--- src/rtl/audio_capture_pkg.sv ---
// Shared types and constants for the audio record path: FSM states,
// channel-select encoding and the two-samples-per-word layout.
package audio_capture_pkg;

  typedef enum logic [2:0] {
    S_IDLE,
    S_WAIT_RDY0,
    S_ACK0,
    S_WAIT_RDY1,
    S_ACK1,
    S_WRITE,
    S_NEXT
  } state_e;

  localparam logic [1:0] CH_LEFT  = 2'b00;
  localparam logic [1:0] CH_RIGHT = 2'b01;
  localparam logic [1:0] CH_AVG   = 2'b10;

  // Earlier sample lives in the low half so playback can unpack in order.
  localparam int unsigned SAMPLE_W = 16;
  localparam int unsigned LO_LSB   = 0;
  localparam int unsigned HI_LSB   = 16;

endpackage

--- src/rtl/audio_sample_mix.sv ---
// Combinational stereo-to-mono reducer: left, right, or floor average.
module audio_sample_mix
  import audio_capture_pkg::*;
(
  input  logic [1:0]          chan_sel_i,
  input  logic [SAMPLE_W-1:0] left_i,
  input  logic [SAMPLE_W-1:0] right_i,
  output logic [SAMPLE_W-1:0] mono_o
);

  logic signed [SAMPLE_W:0] sum;

  // 17-bit sum never overflows; arithmetic shift floors toward minus infinity.
  always_comb begin
    sum = $signed({left_i[SAMPLE_W-1], left_i}) + $signed({right_i[SAMPLE_W-1], right_i});
    case (chan_sel_i)
      CH_LEFT:  mono_o = left_i;
      CH_RIGHT: mono_o = right_i;
      CH_AVG:   mono_o = SAMPLE_W'(sum >>> 1);
      default:  mono_o = left_i;
    endcase
  end

endmodule

--- src/rtl/audio_capture_writer.sv ---
// Record path: pops codec sample pairs, mixes to mono, packs two samples per
// 32-bit word and writes them sequentially over an Avalon-MM write master.
module audio_capture_writer
  import audio_capture_pkg::*;
#(
  parameter int unsigned ADDR_W     = 23,
  parameter logic [23:0] WORD_COUNT = 24'h100000,
  parameter int unsigned WAIT_LIMIT = 0
) (
  input  logic              clk,
  input  logic              reset,
  input  logic              start,
  input  logic              stop,
  input  logic              loop,
  input  logic [1:0]        chan_sel,
  input  logic              read_ready,
  input  logic [15:0]       readdata_left,
  input  logic [15:0]       readdata_right,
  output logic              read_s,
  output logic              mem_write,
  output logic [ADDR_W-1:0] mem_address,
  output logic [31:0]       mem_writedata,
  output logic [3:0]        mem_byteenable,
  input  logic              mem_waitrequest,
  output logic              busy,
  output logic              done,
  output logic              err,
  output logic [23:0]       words_written
);

  localparam logic [ADDR_W-1:0] LAST_ADDR = ADDR_W'(WORD_COUNT - 24'd1);

  state_e            state_q, state_d;
  logic              read_s_q, read_s_d;
  logic              mem_write_q, mem_write_d;
  logic [ADDR_W-1:0] addr_q, addr_d;
  logic [31:0]       data_q, data_d;
  logic              busy_q, busy_d;
  logic              done_q, done_d;
  logic              err_q, err_d;
  logic [23:0]       words_q, words_d;
  logic [31:0]       wait_cnt_q, wait_cnt_d;
  logic              stop_pend_q, stop_pend_d;
  logic              stop_req;
  logic              last_word;
  logic [15:0]       mono;

  audio_sample_mix u_mix (
    .chan_sel_i (chan_sel),
    .left_i     (readdata_left),
    .right_i    (readdata_right),
    .mono_o     (mono)
  );

  assign stop_req  = stop || stop_pend_q;
  assign last_word = (addr_q == LAST_ADDR);

  always_ff @(posedge clk or posedge reset) begin
    if (reset) state_q <= S_IDLE;
    else       state_q <= state_d;
  end

  always_comb begin
    state_d = state_q;
    unique case (state_q)
      S_IDLE:      if (start && !stop) state_d = S_WAIT_RDY0;
      S_WAIT_RDY0: if (stop_req) state_d = S_IDLE; else if (read_ready) state_d = S_ACK0;
      S_ACK0:      if (!read_ready) state_d = S_WAIT_RDY1;
      S_WAIT_RDY1: if (stop_req) state_d = S_IDLE; else if (read_ready) state_d = S_ACK1;
      S_ACK1:      if (!read_ready) state_d = S_WRITE;
      S_WRITE:     if (!mem_waitrequest) state_d = S_NEXT;
      S_NEXT:      state_d = (stop_req || (last_word && !loop)) ? S_IDLE : S_WAIT_RDY0;
      default:     state_d = S_IDLE;
    endcase
  end

  // Registered outputs are derived from the next state so they align with it.
  always_comb begin
    read_s_d    = (state_d == S_ACK0) || (state_d == S_ACK1);
    mem_write_d = (state_d == S_WRITE);
    busy_d      = (state_d != S_IDLE);
    done_d      = (state_q != S_IDLE) && (state_d == S_IDLE);
    stop_pend_d = (state_d == S_IDLE) ? 1'b0 : stop_req;
    addr_d      = addr_q;
    data_d      = data_q;
    err_d       = err_q;
    words_d     = words_q;
    wait_cnt_d  = wait_cnt_q;
    unique case (state_q)
      S_IDLE: if (state_d == S_WAIT_RDY0) begin
        addr_d  = '0;
        words_d = '0;
        err_d   = 1'b0;
      end
      S_WAIT_RDY0: if (state_d == S_ACK0) data_d[LO_LSB +: SAMPLE_W] = mono;
      S_WAIT_RDY1: if (state_d == S_ACK1) data_d[HI_LSB +: SAMPLE_W] = mono;
      S_ACK1:      wait_cnt_d = '0;
      S_WRITE: begin
        if (mem_waitrequest) begin
          if (WAIT_LIMIT != 0) begin
            if (wait_cnt_q != '1) wait_cnt_d = wait_cnt_q + 32'd1;
            if ((wait_cnt_q + 32'd1) >= WAIT_LIMIT) err_d = 1'b1;
          end
        end else begin
          words_d = words_q + 24'd1;
        end
      end
      S_NEXT: if (state_d == S_WAIT_RDY0) begin
        if (last_word) begin
          addr_d  = '0;
          words_d = '0;
        end else begin
          addr_d = addr_q + 1'b1;
        end
      end
      default: ;
    endcase
  end

  always_ff @(posedge clk or posedge reset) begin
    if (reset) begin
      read_s_q    <= 1'b0;
      mem_write_q <= 1'b0;
      addr_q      <= '0;
      data_q      <= '0;
      busy_q      <= 1'b0;
      done_q      <= 1'b0;
      err_q       <= 1'b0;
      words_q     <= '0;
      wait_cnt_q  <= '0;
      stop_pend_q <= 1'b0;
    end else begin
      read_s_q    <= read_s_d;
      mem_write_q <= mem_write_d;
      addr_q      <= addr_d;
      data_q      <= data_d;
      busy_q      <= busy_d;
      done_q      <= done_d;
      err_q       <= err_d;
      words_q     <= words_d;
      wait_cnt_q  <= wait_cnt_d;
      stop_pend_q <= stop_pend_d;
    end
  end

  assign read_s         = read_s_q;
  assign mem_write      = mem_write_q;
  assign mem_address    = addr_q;
  assign mem_writedata  = data_q;
  assign mem_byteenable = 4'hF;
  assign busy           = busy_q;
  assign done           = done_q;
  assign err            = err_q;
  assign words_written  = words_q;

  a_write_stable: assert property (@(posedge clk) disable iff (reset)
    (mem_write_q && mem_waitrequest) |=> ($stable(addr_q) && $stable(data_q)));

endmodule

--- config.mk ---
export PLATFORM = sky130hd
export DESIGN_NAME = audio_capture_writer
export DESIGN_NICKNAME = d
export VERILOG_FILES = /design/src/rtl/audio_capture_pkg.sv /design/src/rtl/audio_sample_mix.sv /design/src/rtl/audio_capture_writer.sv
export SDC_FILE = /design/constraint.sdc
export NUM_CORES = 1
export LEC_CHECK = 0
export ABC_AREA = 1
export CAP_MARGIN = 15
export CORE_MARGIN = 2
export CORE_UTILIZATION = 56
export DETAILED_ROUTE_END_ITERATION = 10
export GPL_TIMING_DRIVEN = 1
export PLACE_DENSITY = 0.85
export SLEW_MARGIN = 20
export SYNTH_ARGS = -nofsm -noshare
export SYNTH_HDL_FRONTEND = slang
export SYNTH_HIERARCHICAL = 1
export SYNTH_SLANG_ARGS = --single-unit
--- constraint.sdc ---
create_clock -name clk -period 8.15 [get_ports clk]
set_input_delay 1.63 -clock clk [delete_from_list [all_inputs] [get_ports clk]]
set_output_delay 1.63 -clock clk [all_outputs]
set_load 0.005 [all_outputs]
==> results by group <==
Outcome
  • Status: completed

Timing
  • Slew Viols, Final: 0
  • Clk_skew: 11.4 ps
  • Fmax: 0.263 GHz
  • Tmin final: 3810 ps
  • Setup_tns: 0 ps
  • Max-slew headroom: 47.2%
  • # setup viols final: 0
  • Final Hold Vio Count: 0
  • Worst slew pin tran: 792 ps
  • Unrepaired setup endpoints after global routing: no
  • Final critical-path share of the clock period: 46.7%

Setup path
  • Critical path class: in2reg
  • WP buf/inv: 1
  • Slowest stage cell, crit path: clkdlybuf4s50_1
  • Crit path required time: 8390 ps
  • FF-to-FF End: words_written[17]
  • Reg2reg start: mem_address[0]
  • Reg2Reg Depth: 13
  • Critical Path, Cell by Cell: clkdlybuf4s50_1 -> nor2_1 -> nand3_1 -> nand3_1 -> a21oi_1 -> nand2_4 -> nand3_4 -> nand2_4 -> nand2_2 -> nand2_1 -> nand2_1
  • Worst Setup EP: words_written[17]
  • Critical path's top delay family: simple AND/OR/NAND/NOR gates
  • Crit-path max cell delay: 420 ps
  • Reg2Reg Setup Slack: 5040 ps
  • Cell depth of the worst setup path: 11
  • CP startpoint: stop
  • CP Max Fanout: 45
  • Capturing element type of the critical path: flop
  • Startpoint types: input port
  • Critical Path AT: 4040 ps

Floorplan
  • Top-Level Pins: 129
  • Starting density of the core: 57.3%
  • Total die area: 12000 um^2
  • Core area: 10800 um^2
  • Row cnt: 38
  • Die Y: 109 um
  • Die W: 109 um

Hold path
  • Min-Delay Path Class: reg2reg

Clocking
  • Longest Clk Path Bufs: 2
  • Resize count post-CTS: 0
  • Hold-fix buffers at CTS: 0
  • Later-pin clock latency in the skew report: 360 ps
  • CTS H-tree depth: 3
  • Clock transition at the registers of the reported paths: 80 ps
  • CTS tree: built
  • CTS root buffer: clkbuf_8
  • Postcts setup bufs: 0
  • Cts bufs inserted: 9
  • Clk sinks: 87

Logic synthesis
  • Avg Inst Size Synth: 6.70 um^2
  • Warnings from Yosys: 6
  • Synth Register Bits: 87
  • Cells after Synth: 927
  • Syn Std Cell Area: 6210 um^2
  • Post-synthesis sequential area ratio: 35.0%
  • Post-synthesis cell type count: 39

GRT
  • Gr ovfl total: 0
  • Initial antenna violation count: 0
  • Number of global-route vias before repair: 5867
  • Largest net degree at the start of global routing: 88
  • Global-route wire length before repair: 27800 um
  • Total GRT Usage: 29.4%

Drt
  • DR WL/cell: 14.3 um
  • DRC Markers: 0
  • Via/cell ratio: 5.50
  • Remaining antenna violation count after routing: 0
  • Total wire length: 16900 um
  • Total number of vias: 6498
  • DRT iter0 DRCs: 677
  • DR pass1 iterations: 8

Layout
  • NumNets Final: 1100
  • Layout cells sized above 1: 6.43%
  • Ant. Diodes: 0
  • Finished Cell Area: 7680 um^2
  • Area grow syn2layout: 23.7%

Pwr
  • Power density over the cells: 190 nW/um^2
  • Pleak: 0.00360 uW
  • Highest ir drop seen on vdd: 0.000203 V

Run
  • Max-Cap Viols: 0

Placed design
  • Port bufs: 123
  • Final GP Congestion: 0.978
  • Cell Area, Placed: 7470 um^2
  • Post-DP HPWL: 12500 um
[per-layer routing]
| layer | GRT usage [%] | vias up | share of wire [%] |
|---|---|---|---|
| met5 | 0 | - | 0 |
| met2 | 47.6 | 318 | 47 |
| met1 | 40.7 | 2985 | 42 |
| li1 | - | 3160 | - |
| met4 | 9.31 | 0 | 2.4 |
| met3 | 4.45 | 35 | 8.0 |
[report_power, final]
group | switching (uW) | internal [uW] | leakage (uW) | total, uW
registers | 76.4 | 516 | 0.00118 | 592
logic | 326 | 247 | 0.00233 | 572
clock network | 150 | 146 | 0.0000940 | 296
total | 552 | 908 | 0.00360 | 1460
[cells by family after synthesis]
family,Yosys count,share of synthesized area (%)
AOI/OAI and AO/OA,122,10.1
other,2,0.121
xor gates and xnor gates,16,2.26
buffers and inverters,149,10.2
and+or+nand+nor,531,38.1
adders and majority gates,20,4.15
DFF,87,35.0
[cell usage after synthesis, drive strengths merged]
library cell  number  area, um^2
nand2            311        1200
inv              119         447
nor2              93         385
dfrtp             87        2180
nand3             67         408
o21ai             67         335
a21oi             52         272
nand4             21         131
buf               19         138
ha                19         238
nor3              17        96.4
or2               14        87.6
xor2              14         123
clkbuf            10        37.5
nor3b              4        30.0
conb               2        7.51
nand3b             2        15.0
xnor2              2        17.5
a21o               1        7.51
a22oi              1        7.51
and2               1        7.51
clkinv             1        8.76
fa                 1        20.0
nor4               1        6.26
o211ai             1        7.51
[through the flow]
| stage | instances | util (%) | hold WS, ps | setup WS [ps] | total power, uW |
|---|---|---|---|---|---|
| after floorplan | 930 | - | 476 | 4270 | 922 |
| after global placement | 1166 | 68.9 | 471 | 4160 | 1150 |
| after detailed placement | 1166 | 68.9 | 475 | 4060 | 1160 |
| after CTS | 1180 | 70.6 | 494 | 4380 | 1460 |
| after global routing | 1182 | 70.9 | 514 | 4140 | 1560 |
| final | 1182 | 70.9 | 493 | 4340 | 1460 |
[how the worst min path moves through the flow]
stage                                   end  depth (start not counted)  slack (ps)               from
after floorplan            mem_writedata[0]                          2         480   mem_writedata[0]
after global placement    mem_writedata[26]                          2         470  mem_writedata[26]
after detailed placement  mem_writedata[29]                          2         470  mem_writedata[29]
after CTS                 mem_writedata[29]                          2         490  mem_writedata[29]
after global routing      mem_writedata[29]                          2         510  mem_writedata[29]
final                     mem_writedata[29]                          2         490  mem_writedata[29]
[flip-flops by register name, summed over array words and instances (netlist names)]
register       flops
mem_write          1
mem_writedata     32
words_written     24
stop_pend_q        1
mem_address       23
state_q            3
read_s             1
busy               1
done               1
[layout make-up]
type / count / area, um^2
multi-input combinational: 694 / 3420
fill: 936 / 3160
sequential: 87 / 2180
timing repair buffer: 127 / 1270
inverter: 120 / 457
tap: 140 / 175
clock buffer: 10 / 138
clock inverter: 4 / 47.5
[worst min-delay path, cell delays in order, from the launching register on]
cell     delay [ps]
dfrtp_1         350
nand2_1          50
o21ai_0          60
[layout by cell type (no fill, tap or decap), types with 16 or more instances in the layout]
cell type,count
nand2_1,301
dfrtp_1,87
a21oi_1,49
nor3_1,16
nor2_1,88
o21ai_0,67
ha_1,19
inv_1,115
nand3_1,54
nand4_1,21
clkdlybuf4s50_1,123
Power figures use the tool's default switching activity.
==> edit (same settings) <==
Set the package constant `HI_LSB` to 8 (it was 16).
--- a/src/rtl/audio_capture_pkg.sv
+++ b/src/rtl/audio_capture_pkg.sv
@@ -20,5 +20,5 @@
   localparam int unsigned SAMPLE_W = 16;
   localparam int unsigned LO_LSB   = 0;
-  localparam int unsigned HI_LSB   = 16;
+  localparam int unsigned HI_LSB   = 8;
 
 endpackage
Function: changed (a bounded check fails within 10 cycles, from zero or initial values and one cycle with reset high).
==> edit against the original RTL <==
- cell count is 0.85% lower
- fmax increased by 2.8%
- total power up 1.2%
- count of clock-buffer cells in the layout unchanged
- first-iteration DRC count shrank 33%
- non-clock buffer count decreased by 10
- clock skew about the same
- wire length down 1.4%
- area after synthesis fell by 0.32%
- combinational power rose by 18%
- setup slack improved by 100 ps
- final area fell by 1.5%
- sequential cell count is 8 lower
==> edit: results (changes against the original RTL) <==
Power
  • Sequential power share: 33.9% (was 40.5%)
  • Clk pwr: 302 µW (was 296 µW)
  • Leakage: 0.00355 µW (was 0.00360 µW)
  • Seq power: 501 µW (was 592 µW)
  • Sw Pwr: 627 µW (was 552 µW)

Synth
  • Synth area leaders: dfrtp_1, nand2_1, nor2_1 (was dfrtp_1, nand2_1, inv_1)
  • Adder-cell area share of the yosys netlist: 4.16% (was 4.15%)
  • Synth cell types: 42 (was 39)
  • Synth Area in Compound Gates: 6.87% (was 10.1%)
  • Post-synthesis xor/xnor area fraction: 3.39% (was 2.26%)
  • Mux contribution to synthesized area: 2.91% (was 0%)
  • Most frequent cells after synthesis: nand2_1, nor2_1, inv_1 (was nand2_1, inv_1, nor2_1)
  • Avg Inst Size Synth: 6.71 µm² (was 6.70 µm²)

CTS
  • Post-CTS sizing: 0 (unchanged)
  • Clock buffer count from CTS: 9 (unchanged)

Detailed routing
  • DR iter-0 viols: 455 (was 677)
  • Via count: 6354 (was 6498)
  • Router iterations before antenna repair: 6 (was 8)
  • Wire per inst: 14.2 µm (was 14.3 µm)

Critical path
  • Top delay family on crit path: buffers and inverters (was simple AND/OR/NAND/NOR gates)
  • CP Max Fanout: 18 (was 45)
  • Crit path DAT: 3960 ps (was 4040 ps)
  • CP peak stage delay: 720 ps (was 420 ps)
  • Critical Path Start: chan_sel[0] (was stop)
  • R2R cell count: 12 (was 13)

Place
  • Placement-stage cell area: 7340 µm² (was 7470 µm²)
  • GP Congestion: 0.985 (was 0.978)
  • Post-DP HPWL: 12400 µm (was 12500 µm)
  • Dpl ws: 3770 ps (was 4060 ps)

Global route
  • First-pass GRT wire length: 27000 µm (was 27800 µm)
  • Largest net degree at the start of global routing: 80 (was 88)
  • Vias in the first global route: 5641 (was 5867)
  • Global-route usage over all layers: 28.7% (was 29.4%)

Timing
  • Worst clock skew: 11.7 ps (was 11.4 ps)
  • Rel. slew slack: 46.0% (was 47.2%)

Cells and area
  • Nets: 1088 (was 1100)
  • Layout cells sized above 1: 8.62% (was 6.43%)
  • Non-Filler Instances: 1172 (was 1182)
  • # fillers: 912 (was 936)

Outcome
  • Status: completed (unchanged)

Hold path
  • Hold path start: mem_address[21] (was mem_writedata[29])
-- edit: changes by cell type in the layout (fill, tap and decap cells not counted), moves of 14 or more --
cell / delta
inv_1: -20
nand2_2: +18
nand3_1: +20
nor2_1: +21
mux2_2: +16
nand2_1: -14
o21ai_0: -49
-- edit: area by class of cell --
cell class	instances	area [µm²]	area share (%)
multi-input combinational	717	3650	48.2
sequential	79	1980	26.1
timing repair buffer	117	1170	15.5
inverter	103	388	5.13
tap	140	175	2.32
clock buffer	10	138	1.82
clock inverter	6	67.6	0.893
-- edit: final timing paths --
check	slack, ps	to
worst min-delay path	520	mem_address[21]
worst max register to register	5160	words_written[21]
max in group asynchronous	5910	mem_writedata[9]
worst min register to register	520	mem_address[21]
worst max-delay path	4450	mem_writedata[13]
min in group asynchronous	1760	words_written[22]
-- edit: routing by layer --
metal	routed length, µm	global-route usage, %	vias up
met5	0	0	-
met4	276	7.88	0
met3	1220	4.84	25
met2	7750	46.5	259
met1	7390	39.7	2954
li1	-	-	3116
